## config.mk

```make
export PLATFORM = sky130hd
export DESIGN_NAME = njp_micro_div
export DESIGN_NICKNAME = d
export VERILOG_FILES = /design/src/rtl/njp_micro_div.sv
export SDC_FILE = /design/constraint.sdc
export NUM_CORES = 1
export LEC_CHECK = 0
export CORE_UTILIZATION = 35
export DETAILED_ROUTE_END_ITERATION = 10
export GPL_ROUTABILITY_DRIVEN = 0
export PLACE_DENSITY = 0.66
export SYNTH_ARGS = -nofsm -noshare
export SYNTH_HDL_FRONTEND = slang
export SYNTH_SLANG_ARGS = --single-unit
```

## constraint.sdc

```tcl
create_clock -name sys_clk -period 1.86 [get_ports sys_clk]
set_input_delay 0.186 -clock sys_clk [delete_from_list [all_inputs] [get_ports sys_clk]]
set_output_delay 0.186 -clock sys_clk [all_outputs]
set_load 0.02 [all_outputs]
```

## src/rtl/njp_micro_div.sv

```systemverilog
// ---------------------------------------------------------------------------
// njp_micro_div -- 8-bit by 4-bit unsigned restoring divider, one quotient
// bit per clock.
//
// Ports
//   sys_clk      in   1  clock, all state updates on the rising edge
//   nsys_rst     in   1  asynchronous active-low reset
//   start        in   1  request a division (sampled only in IDLE)
//   dividend     in   8  unsigned dividend, captured on accepted start
//   divisor      in   4  unsigned divisor, captured on accepted start
//   quotient     out  8  registered quotient, held until the next result
//   remainder    out  4  registered remainder, held until the next result
//   busy         out  1  high while iterating (CALC)
//   done         out  1  one-cycle result strobe (DONE)
//   div_by_zero  out  1  registered zero-divisor flag, valid with done
//
// Configuration
//   NJP_DIV_ZERO_DETECT_EN  defined: a zero divisor skips the iteration and
//                           completes in one cycle with div_by_zero set.
//                           undefined: a zero divisor runs the normal path
//                           (quotient 8'hFF, remainder dividend[3:0]) and
//                           div_by_zero is tied low.
// ---------------------------------------------------------------------------
module njp_micro_div (
  input  logic       sys_clk,
  input  logic       nsys_rst,
  input  logic       start,
  input  logic [7:0] dividend,
  input  logic [3:0] divisor,
  output logic [7:0] quotient,
  output logic [3:0] remainder,
  output logic       busy,
  output logic       done,
  output logic       div_by_zero
);

  typedef enum logic [1:0] {
    IDLE = 2'd0,
    CALC = 2'd1,
    DONE = 2'd2
  } state_e;

  state_e     state_q, state_d;
  logic [7:0] a_q, a_d;      // dividend shifting out, quotient shifting in
  logic [3:0] b_q, b_d;      // captured divisor
  logic [4:0] r_q, r_d;      // partial remainder (one spare bit for the compare)
  logic [2:0] cnt_q, cnt_d;  // step counter, wraps after the 8th step
  logic [7:0] quo_q, quo_d;
  logic [3:0] rem_q, rem_d;
`ifdef NJP_DIV_ZERO_DETECT_EN
  logic       dbz_q, dbz_d;
`endif

  // One restoring step, computed from the current registers.
  logic [4:0] r_shift, r_step;
  logic [7:0] a_shift, a_step;

  always_comb begin
    r_shift = {r_q[3:0], a_q[7]};
    a_shift = {a_q[6:0], 1'b0};
    if (r_shift >= {1'b0, b_q}) begin
      r_step = r_shift - {1'b0, b_q};
      a_step = a_shift | 8'h01;
    end else begin
      r_step = r_shift;
      a_step = a_shift;
    end
  end

  // NOTE: every signal driven here gets a hold/default value before the case
  // statement, so no path leaves a variable unassigned and no latch is inferred.
  always_comb begin
    state_d = state_q;
    a_d     = a_q;
    b_d     = b_q;
    r_d     = r_q;
    cnt_d   = cnt_q;
    quo_d   = quo_q;
    rem_d   = rem_q;
`ifdef NJP_DIV_ZERO_DETECT_EN
    dbz_d   = dbz_q;
`endif

    case (state_q)
      IDLE: begin
        if (start) begin
          a_d     = dividend;
          b_d     = divisor;
          r_d     = '0;
          cnt_d   = '0;
          state_d = CALC;
`ifdef NJP_DIV_ZERO_DETECT_EN
          // Zero divisor: publish the saturated result right away.
          if (divisor == 4'd0) begin
            state_d = DONE;
            quo_d   = 8'hFF;
            rem_d   = dividend[3:0];
            dbz_d   = 1'b1;
          end
`endif
        end
      end

      CALC: begin
        a_d   = a_step;
        r_d   = r_step;
        cnt_d = cnt_q + 3'd1;
        if (cnt_q == 3'd7) begin
          state_d = DONE;
          quo_d   = a_step;
          // The remainder is always below the 4-bit divisor, so bit 4 is zero.
          rem_d   = r_step[3:0];
`ifdef NJP_DIV_ZERO_DETECT_EN
          dbz_d   = 1'b0;
`endif
        end
      end

      DONE: begin
        // start is deliberately ignored here; it is honoured again in IDLE.
        state_d = IDLE;
      end

      default: begin
        state_d = IDLE;
      end
    endcase
  end

  // NOTE: sequential state uses non-blocking assignments so every flop samples
  // the pre-edge values computed above, independent of statement order.
  always_ff @(posedge sys_clk or negedge nsys_rst) begin
    if (!nsys_rst) begin
      state_q <= IDLE;
      a_q     <= '0;
      b_q     <= '0;
      r_q     <= '0;
      cnt_q   <= '0;
      quo_q   <= '0;
      rem_q   <= '0;
`ifdef NJP_DIV_ZERO_DETECT_EN
      dbz_q   <= 1'b0;
`endif
    end else begin
      state_q <= state_d;
      a_q     <= a_d;
      b_q     <= b_d;
      r_q     <= r_d;
      cnt_q   <= cnt_d;
      quo_q   <= quo_d;
      rem_q   <= rem_d;
`ifdef NJP_DIV_ZERO_DETECT_EN
      dbz_q   <= dbz_d;
`endif
    end
  end

  assign quotient  = quo_q;
  assign remainder = rem_q;
  assign busy      = (state_q == CALC);
  assign done      = (state_q == DONE);
`ifdef NJP_DIV_ZERO_DETECT_EN
  assign div_by_zero = dbz_q;
`else
  assign div_by_zero = 1'b0;
`endif

endmodule

```

==> flow_summary.yaml, run 1 <==
status:
  status: "complete, but fails checks"
  violations: "DRC"
setup_path:
  r2r_start: "r_q[1]$_DFFE_PN0P_"
  crit_type: "flop to primary output"
  slowest_stage: "clkdlybuf4s50_1"
  r2r-end: "r_q[3]$_DFFE_PN0P_"
  startpoint: "state_q[0]$_DFFE_PN0P_"
  required_ns: 1.67
  critical_path_depth: 3
  r2r_setup_slack_ns: 0.10
  critical_path_buf_inv_count: 2
  startpoint_type: "flop"
  reg2regPathDepth: 5
  end_kind: "primary output"
  critPathCapture: "done"
  critPathMaxStageDelay_ns: 0.61
  crit_fanout: 12
  cp_cell_sequence: "buf_4 -> nor2b_1 -> clkdlybuf4s50_1"
  crit_family: "buffers and inverters"
  arrival_ns: 1.61
hold_path:
  hold_class: "input pin to asynchronous set/reset pin"
synthesis:
  synth_nets: 171
  avgSynthCellArea_um2: 11.0
  syn_area_um2: 1640
  synth-adder-area-share_pct: 5.78
  synthSimpleGateAreaFrac_pct: 14.5
  yosys_warnings: 0
  ys_ff_latch: 33
  yosysTopAreaCell: "dfrtp_1"
  synthesis.instances: 149
  synth_cell_types: 42
  synthTopCellsByArea: "dfrtp_1 (50%), mux2_2 (5.5%), ha_1 (4.6%), o21ai_0 (4.0%), nand2_1 (3.9%)"
  synth-xor-area-share_pct: 0.533
  synth_top_family_by_area: "compound AO/OA/AOI/OAI gates"
  synth_compound_area_share_pct: 19.3
  synth_mux_area_share_pct: 5.48
  synth.top_cell.area_share_pct: 50.2
  ys_seq_area_share_pct: 50.2
clock_network:
  cts_buffers: 5
  clkSlewWorstSetupHoldPaths_ns: 0.07
  postCtsSetupBuffers: 0
  cts_hold_buf: 0
  clock_latency_ns: 0.29
  clkSinkCount: 33
  htree_levels: 2
  cts_root_buf: "clkbuf_8"
  cts_max_path_buffers: 2
  cts_tree: "built"
cells_and_area:
  stdcell_count: 239
  area_delta_synth_final_pct: 29.1
  drive_gt1_share_pct: 19.3
  nFillCells: 421
  ff_latch_area_um2: 826
  diodes: 0
  multi_input_area_um2: 769
  fin_nets: 209
global_routing:
  grt-ovfl-total: 0
  grt_pass1_vias: 1312
  track_usage_pct: 16.5
  antenna_found_initial: 0
  grt_max_degree: 34
  grt_pass1_wl_mm: 6.33
floorplan:
  die_height_um: 70.5
  die_w_um: 70.5
  rows: 24
  coreArea_um2: 4440
  die_area_um2: 4980
  ios: 30
  start_util_pct: 37.0
placement:
  io_buffers: 28
  pre_cts_slack_ns: 0.0685
  dp_cells: 232
  dp_hpwl_mm: 2.60
sta:
  slew_viol_final: 0
  period_minus_slack_ns: 1.79
  finalClockSkew_ns: 0.00405
  tns_ns: 0
  timing.final.ws_setup_ns: 0.0667
  period_share_pct: 96.4
  fmax_ghz: 0.558
  hold_violations: 0
  rsz0062_at_grt: "no"
  setup_viol: 0
detailed_routing:
  drtIter0Drc: 133
  drc: 4
  drt-pass1-iter-count: 7
  vias_per_cell: 5.31
  vias: 1270
  wl_per_cell_um: 15.4
  routed_wl_mm: 3.69
  antenna_left: 0
run:
  maxCapViolations: 0
pwr:
  pwr_density_cell_nw_per_um2: 1970
  leakage_nw: 0.930
  ir_drop_v: 0.000851
flip-flops by register name, indices dropped and copies added, names as in the netlist:
name and flops:
a_q 8, b_q 4, cnt_q 3, quotient 8
r_q 4, remainder 4, state_q 2
timing repair:
action / 4_1_cts / 5_1_grt
setup endpoints to repair: 1 / 3
gates resized for setup: 1 / 2
endpoints found under the hold margin: 0 / 0
metrics by stage:
stage | util, % | total power, W | hold WS, ns | cell area (µm²)
finish | 47.8 | 0.00419 | 0.302 | 2120
global route | 47.8 | 0.00451 | 0.358 | 2120
CTS | 47.4 | 0.00412 | 0.320 | 2110
detailed placement | 45.5 | 0.00355 | 0.476 | 2020
global placement | 45.5 | 0.00346 | 0.467 | 2020
floorplan | - | 0.00282 | -0.110 | 1640
worst register-to-register path, stage by stage, from the launching register on:
cell,delay [ns]
dfrtp_1,0.43
ha_1,0.37
or2_4,0.30
o31a_2,0.12
nor3_1,0.32
o41ai_2,0.10
placed cells by master, fill, tap and decap left out, types with 2 or more instances in the layout:
cell	n
nor2_1	7
nor3_1	2
nor2b_1	5
and2_1	2
o41ai_2	2
ha_1	6
a22o_1	2
clkdlybuf4s50_1	27
inv_1	6
buf_4	9
dfrtp_1	33
nand2_1	17
o21ai_0	13
a22oi_1	7
nand3_1	2
inv_2	2
clkbuf_8	6
a21oi_1	4
o211ai_1	2
a221o_1	2
mux2_2	8
and2b_1	2
where the power goes:
group	leakage, nW	internal [W]	total, W	switching, W
clock	0.0443	0.000293	0.000549	0.000256
sequential	0.409	0.00107	0.00129	0.000219
combinational	0.477	0.00112	0.00235	0.00124
how the worst min path moves through the flow:
stage,start,end,slack (ns),cells after the start
2_1_floorplan,nsys_rst,a_q[0]$_DFFE_PN0P_,-0.11,0
3_3_place_gp,r_q[3]$_DFFE_PN0P_,r_q[3]$_DFFE_PN0P_,0.47,2
3_5_place_dp,a_q[7]$_DFFE_PN0P_,a_q[7]$_DFFE_PN0P_,0.48,2
4_1_cts,nsys_rst,remainder[2]$_DFFE_PN0P_,0.32,2
5_1_grt,nsys_rst,remainder[2]$_DFFE_PN0P_,0.36,2
6_report,nsys_rst,remainder[2]$_DFFE_PN0P_,0.30,2
layer usage:
metal,GRT usage [%],share of wire [%]
met5,0,0
met4,7.33,2.6
met3,4.56,5.9
met2,25.5,46
met1,22.0,45
layout make-up:
class                           instances  area share (%)
Multi-Input combinational cell        102            36.2
Tap cell                               52            3.06
Inverter                                8            1.41
Sequential cell                        33            38.9
Timing Repair Buffer                   37            16.3
Clock buffer                            7            4.07
synth_stat cells (all sizes together):
cell     n
nand2b   1
dfrtp   33
a22oi    7
a21oi    4
nor2b    6
a31o     1
a32o     1
o311ai   1
fa       1
nand2   19
o21ai   14
clkbuf   2
o31a     1
o311a    1
and2b    2
a22o     2
nand3    2
ha       6
xnor2    1
nor3     2
conb     1
o211ai   2
buf      4
o221ai   1
o41ai    2
a31oi    1
nand4    1
inv      8
and4     1
and2     2
mux2     8
or2      1
o21bai   1
a221o    2
nor2     7
kinds of logic after synthesis:
family	Yosys count
mux	8
fa+ha+maj	7
other cells	1
simple gates	44
buf+inv	14
flops	33
compound gates	41
xor+xnor	1
(Power assumes the default switching activity.)
==> run 2, diff against run 1 <==
--- a/config.mk
+++ b/config.mk
@@ -6,9 +6,11 @@
 export NUM_CORES = 1
 export LEC_CHECK = 0
 export CORE_UTILIZATION = 35
+export CTS_CLUSTER_SIZE = 14
 export DETAILED_ROUTE_END_ITERATION = 10
 export GPL_ROUTABILITY_DRIVEN = 0
 export PLACE_DENSITY = 0.66
+export SLEW_MARGIN = 20
 export SYNTH_ARGS = -nofsm -noshare
 export SYNTH_HDL_FRONTEND = slang
 export SYNTH_SLANG_ARGS = --single-unit
==> results of run 2 <==
Same layout as run 1: the final DEF is identical, and so are final timing and power.
